**src/rtl/spi_master.sv**
```systemverilog
`timescale 1ns/1ps
`default_nettype none
// +--------------------------------------------------------------------------+
// | spi_master: transmit-only SPI master, SCLK idle low, MSB first           |
// | Revision: 1.0                                                            |
// +--------------------------------------------------------------------------+
module spi_master #(
  parameter int DATA_WIDTH  = 16,
  parameter int HALF_PERIOD = 1
) (
  input  logic                  clk,
  input  logic                  rst_n,
  input  logic                  start,
  input  logic [DATA_WIDTH-1:0] data_in,
  output logic                  DIN,
  output logic                  SCLK,
  output logic                  busy
);

  localparam int PH_W = (HALF_PERIOD > 1) ? $clog2(HALF_PERIOD) : 1;
  localparam int BC_W = $clog2(DATA_WIDTH);
  localparam logic [PH_W-1:0] PH_LAST = PH_W'(HALF_PERIOD - 1);
  localparam logic [BC_W-1:0] BC_LAST = BC_W'(DATA_WIDTH - 1);

  typedef enum logic [1:0] {
    S_IDLE = 2'd0,
    S_LOW  = 2'd1,
    S_HIGH = 2'd2
  } state_e;

  state_e                  state_q, state_d;
  logic [PH_W-1:0]         phase_q, phase_d;
  logic [BC_W-1:0]         bit_cnt_q, bit_cnt_d;
  logic [DATA_WIDTH-1:0]   shreg_q, shreg_d;
  logic                    sclk_q, sclk_d;
  logic                    din_q, din_d;
  logic                    busy_q, busy_d;

  always_comb begin
    state_d   = state_q;
    phase_d   = phase_q;
    bit_cnt_d = bit_cnt_q;
    shreg_d   = shreg_q;
    sclk_d    = sclk_q;
    din_d     = din_q;
    busy_d    = busy_q;
    case (state_q)
      S_IDLE: begin
        if (start) begin
          shreg_d   = data_in;
          din_d     = data_in[DATA_WIDTH-1];
          busy_d    = 1'b1;
          sclk_d    = 1'b0;
          bit_cnt_d = '0;
          phase_d   = '0;
          state_d   = S_LOW;
        end
      end
      S_LOW: begin
        if (phase_q == PH_LAST) begin
          phase_d = '0;
          sclk_d  = 1'b1;
          state_d = S_HIGH;
        end else begin
          phase_d = phase_q + 1'b1;
        end
      end
      S_HIGH: begin
        if (phase_q == PH_LAST) begin
          phase_d = '0;
          sclk_d  = 1'b0;
          if (bit_cnt_q == BC_LAST) begin
            // Last bit done: SCLK and busy drop together so the host can release CS.
            din_d   = 1'b0;
            busy_d  = 1'b0;
            shreg_d = '0;
            state_d = S_IDLE;
          end else begin
            shreg_d   = {shreg_q[DATA_WIDTH-2:0], 1'b0};
            din_d     = shreg_q[DATA_WIDTH-2];
            bit_cnt_d = bit_cnt_q + 1'b1;
            state_d   = S_LOW;
          end
        end else begin
          phase_d = phase_q + 1'b1;
        end
      end
      default: begin
        state_d = S_IDLE;
        sclk_d  = 1'b0;
        din_d   = 1'b0;
        busy_d  = 1'b0;
      end
    endcase
  end

  always_ff @(posedge clk or negedge rst_n) begin
    if (!rst_n) begin
      state_q   <= S_IDLE;
      phase_q   <= '0;
      bit_cnt_q <= '0;
      shreg_q   <= '0;
      sclk_q    <= 1'b0;
      din_q     <= 1'b0;
      busy_q    <= 1'b0;
    end else begin
      state_q   <= state_d;
      phase_q   <= phase_d;
      bit_cnt_q <= bit_cnt_d;
      shreg_q   <= shreg_d;
      sclk_q    <= sclk_d;
      din_q     <= din_d;
      busy_q    <= busy_d;
    end
  end

  assign DIN  = din_q;
  assign SCLK = sclk_q;
  assign busy = busy_q;

endmodule
`default_nettype wire

```
**config.mk**
```make
export PLATFORM = sky130hd
export DESIGN_NAME = spi_master
export DESIGN_NICKNAME = d
export VERILOG_FILES = /design/src/rtl/spi_master.sv
export SDC_FILE = /design/constraint.sdc
export NUM_CORES = 1
export LEC_CHECK = 0
export ABC_CLOCK_PERIOD_IN_PS = 1800
export BUFFER_PORTS_ARGS = -buffer_cell sky130_fd_sc_hd__buf_2
export CAP_MARGIN = 5
export CORE_MARGIN = 8
export CORE_UTILIZATION = 40
export DETAILED_ROUTE_END_ITERATION = 10
export SETUP_SLACK_MARGIN = 0.2
export SYNTH_ARGS = -nofsm -noshare
export SYNTH_HDL_FRONTEND = slang
export SYNTH_SLANG_ARGS = --single-unit
export TNS_END_PERCENT = 50
```
**constraint.sdc**
```tcl
create_clock -name clk -period 1.8 [get_ports clk]
set_clock_uncertainty 0.15 [all_clocks]
set_input_delay 0.36 -clock clk [delete_from_list [all_inputs] [get_ports clk]]
set_output_delay 0.36 -clock clk [all_outputs]
set_load 0.01 [all_outputs]
```
# ---- Word-level counts from Yosys, hierarchy flattened
# Cells that the tools add are included.
dict set report word_totals {
  word_cells 55
  mem_bits_ro 0
  latchBits 0
  n_memories 0
  regBits 25
  input_bits 19
  ram_bits 0
}
dict set report op_classes {
  n_div 0
  add_sub_neg 2
  multipliers 0
  eq_ne 8
  n_shift 0
  n_lt_le_gt_ge 0
  mux 27
  n_reduce_logical 10
  bitwise 1
}
# operator n
set ops {}
lappend ops {{two-way mux 15 bit} 3}
lappend ops {{one-hot mux 15 bit (2 select lines)} 1}
lappend ops {{two-way mux 4 bit} 3}
lappend ops {{two-way mux 1 bit} 11}
lappend ops {{!= test 2 bit, second input constant} 5}
lappend ops {{one-hot mux 1 bit (3 select lines)} 3}
lappend ops {{AND reduction 3 bit} 3}
lappend ops {{one-hot mux 4 bit (2 select lines)} 1}
lappend ops {{AND reduction 4 bit} 2}
lappend ops {{two-way mux 2 bit} 3}
lappend ops {{one-hot mux 2 bit (3 select lines)} 1}
lappend ops {{adder 4 x 1 -> 4 bit, second input constant} 1}
lappend ops {{== test 4 bit, second input constant} 1}
lappend ops {{nonzero test 2 bit} 2}
lappend ops {{== test 2 x 1 -> 1 bit, second input constant} 1}
lappend ops {{== test 2 bit, second input constant} 1}
lappend ops {{logical NOT 2 bit} 1}
lappend ops {{one-hot mux 1 bit (2 select lines)} 1}
lappend ops {{AND reduction 2 bit} 1}
lappend ops {{OR reduction 2 bit} 1}
lappend ops {{adder 1 bit, second input constant} 1}
lappend ops {{inverter 1 bit} 1}

# ---- Longest topological paths before layout
dict set report depth {
  depth_word 4
  mapped_depth 5
  mapped_depth_nobuf 4
}

# ---- Least setup slack after synthesis
# No wires, ideal clock.
dict set report synth_timing {
  path_type {flip-flop to flip-flop}
  from {reg bit_cnt_q[0]}
  to {reg shreg_q[10]}
  setup_slack_ps 287
  arrival_time_ps 1237
  period_less_slack_ps 1513
  n_path_buf 1
  path_stages_with_launch 6
  setup_time_ps 126
  path_cell_list {dfrtp_1 > ha_1 > and3_4 > nor2_4 > buf_6 > a221o_1}
}
dict set report synth_between {
  elab_chain_cells 4
}
# element line_no
set synth_lines {}
lappend synth_lines {{start: declaration} 33} ;# logic [BC_W-1:0] bit_cnt_q, bit_cnt_d;
lappend synth_lines {{start signal: assignment} 109} ;# bit_cnt_q <= bit_cnt_d;
lappend synth_lines {{== test 4 bit} 72} ;# if (bit_cnt_q == BC_LAST) begin
lappend synth_lines {{two-way mux 15 bit} 72}
lappend synth_lines {{two-way mux 15 bit} 69} ;# if (phase_q == PH_LAST) begin
lappend synth_lines {{one-hot mux 15 bit (2 select lines)} 47} ;# case (state_q)
lappend synth_lines {{end signal: assignment} 110} ;# shreg_q <= shreg_d;
lappend synth_lines {{end: declaration} 34} ;# logic [DATA_WIDTH-1:0] shreg_q, shreg_d;
# No other way between the ends. The select of a mux whose other input is x is not followed.
# A chain may end at the register's enable or synchronous reset.

# ---- Final worst setup path
dict set report layout_timing {
  from {reg bit_cnt_q[0]}
  to {reg shreg_q[4]}
}
# The elaborated chain is that of the path after synthesis.

==> metrics <==
Worst Path Max Fanout 5; synth top area cells dfrtp_1, a221o_1, and3_1; MaxCap Viol Count 0; sequential fraction of the synthesis area 52.9%; top-area cell type share of the netlist area 52.9%; largest area contributor in the netlist dfrtp_1; TritonCTS clock tree yes; Pwr Density 1630 mW/mm2; routed wl met3 96 um; H-tree levels 1; Worst-Skew Late Latency 0.30 ns; Clock Path Buffers 2; Vias 837; largest net degree at the start of global routing 24; post-DR wirelength/cell 15.4 um; nature of the critical path startpoint register; required time worst endpoint 1.84 ns; cts bufs inserted 3; setup tns final 0 ns; final wirelength 2340 um; first-pass iteration count of the detailed router 4; dpl ws 0.238 ns; RSZ-0062 raised after global routing true; IO Pins 22; Max VDD drop 832 uV; cell row count 19; period utilization 89.2%; share of layout cells above drive strength 1 33.9%; post-synthesis cell area 0.00109 mm2; CP Capture Type register; Placer Congestion 0.715; Final ANT Viol Nets 0; Final HPWL DP 1510 um; Slew Viols, Final 0; I/O Buffers 21; commonest non-fill, non-tap cell in the layout dfrtp_1; synthesis-to-finish area growth 24.4%; n_diodes 0; number of synthesized register bits 23; Fin. Hold Viols 0; clock sinks 23; DR top layer met4; Layout Nets 142; syn_nets 112; Die W 68.2 um; Final Util 50.8%; Tightest Pin Transition 0.496 ns; Final Critical Period 1.61 ns; grt ovf 0; Initial Utilization 40.9%; Clk Tree Root Cell clkbuf_4; chip height 68.2 um; Leak 0.663 nW; Netlist cell types 29; most frequent cells in the layout dfrtp_1, buf_2, and3_1, a221o_1; worst hold path class in -> reg; CP arrival 1.65 ns; Met2 Wirelength 1030 um; FMAX 0.623 GHz; outcome finished clean; Crit Path Category reg -> reg; Vias/cell 5.51; Synthesis Warnings 0; PnR worst setup slack 0.194 ns; first-pass GRT wire length 3760 um; drc violations 0; Slew HR 66.9%; antenna violations before repair 0; core box area 0.00266 mm2; All-Layer GR Usage 10.2%; Met1 Wirelength 1200 um; vias in the first global route 848; Syn Inst Count 92; synthesized area per cell 11.8 um2; CTS clk-pin slew, worst paths 0.12 ns; 1st-iter DRT viols 62; die area 0.00465 mm2; Final setup viols 0
## metal layers
metal / GRT usage (%) / vias to the layer above
met4: 3.07 / 0
met3: 2.13 / 2
li1: - / 418
met2: 15.7 / 16
met5: 0 / -
met1: 14.1 / 401
## registers in the layout (all words and copies together) (netlist names)
register and cells:
DIN 1, SCLK 1, bit_cnt_q 4, busy 1, shreg_q 15, state_q 1
## layout make-up
cell class	count	area, um2
timing repair buffer	30	223
multi-input combinational	62	482
fill	253	1310
clock buffer	4	26.3
sequential	23	577
inverter	2	7.51
tap	31	38.8
## power by group
part,internal [mW],leakage (nW),switching [mW]
Sequential,0.756,0.283,0.165
Combinational,0.591,0.365,0.461
Clock,0.0862,0.0150,0.147
## cell usage after synthesis
library cell   n
a21oi_1        5
a221o_1       11
a221o_2        3
a311oi_1       1
and2b_1        2
and3_1        15
and3_4         1
buf_2          2
buf_6          2
clkbuf_1       1
dfrtp_1       23
ha_1           1
inv_1          2
mux2i_1        1
nand2_1        2
nand2b_1       1
nand2b_4       1
nand3_1        3
nand4b_1       1
nor2_1         3
nor2_4         1
nor2b_1        1
nor3_1         1
o21ai_0        1
o21ai_1        2
o21ba_4        1
o221ai_1       1
o22ai_1        1
o2bb2ai_1      2
## worst max-delay path, cell delays in order (launching register included)
cell,delay (ns)
dfrtp_1,0.43
ha_4,0.17
and3_4,0.20
nor2_4,0.06
buf_12,0.13
a221o_2,0.34
## per-stage QoR
stage / total power, mW / std cells / area, um2 / hold slack (ns)
after floorplan: 1.59 / 92 / 1090 / -0.0856
after global placement: 1.77 / 141 / 1210 / 0.216
after detailed placement: 1.79 / 141 / 1210 / 0.215
after CTS: 2.04 / 147 / 1250 / 0.201
after global routing: 2.37 / 152 / 1350 / 0.218
final: 2.21 / 152 / 1350 / 0.207
## worst paths after layout
| check | start | end | slack (ns) | cells past startpoint |
|---|---|---|---|---|
| min reg2reg | shreg_q[14] | DIN | 0.36 | 1 |
| min | data_in[0] | shreg_q[0] | 0.21 | 3 |
| max reg2reg | bit_cnt_q[0] | shreg_q[4] | 0.19 | 5 |
| max | bit_cnt_q[0] | shreg_q[4] | 0.19 | 5 |
| min in group asynchronous | rst_n | bit_cnt_q[2] | 0.39 | 2 |
| max in group asynchronous | rst_n | state_q[0] | 0.75 | 2 |
## cells by family after synthesis
logic type | share of synthesized area (%)
muxes | 0.920
buffers and inverters | 4.02
adders and majority gates | 1.15
and+or+nand+nor | 18.8
AOI/OAI and AO/OA | 22.2
DFF | 52.9
## what timing repair did
| item | in CTS | in global routing |
|---|---|---|
| cloned | 0 | 2 |
| endpoints found under the setup margin | 1 | 17 |
| hold buffers | 1 | 0 |
| endpoints found under the hold margin | 23 | 0 |
| setup buffers | 1 | 3 |
| pin swaps | 0 | 16 |
| resized for setup | 0 | 3 |
No activity file was read; power rests on OpenSTA's default activity.
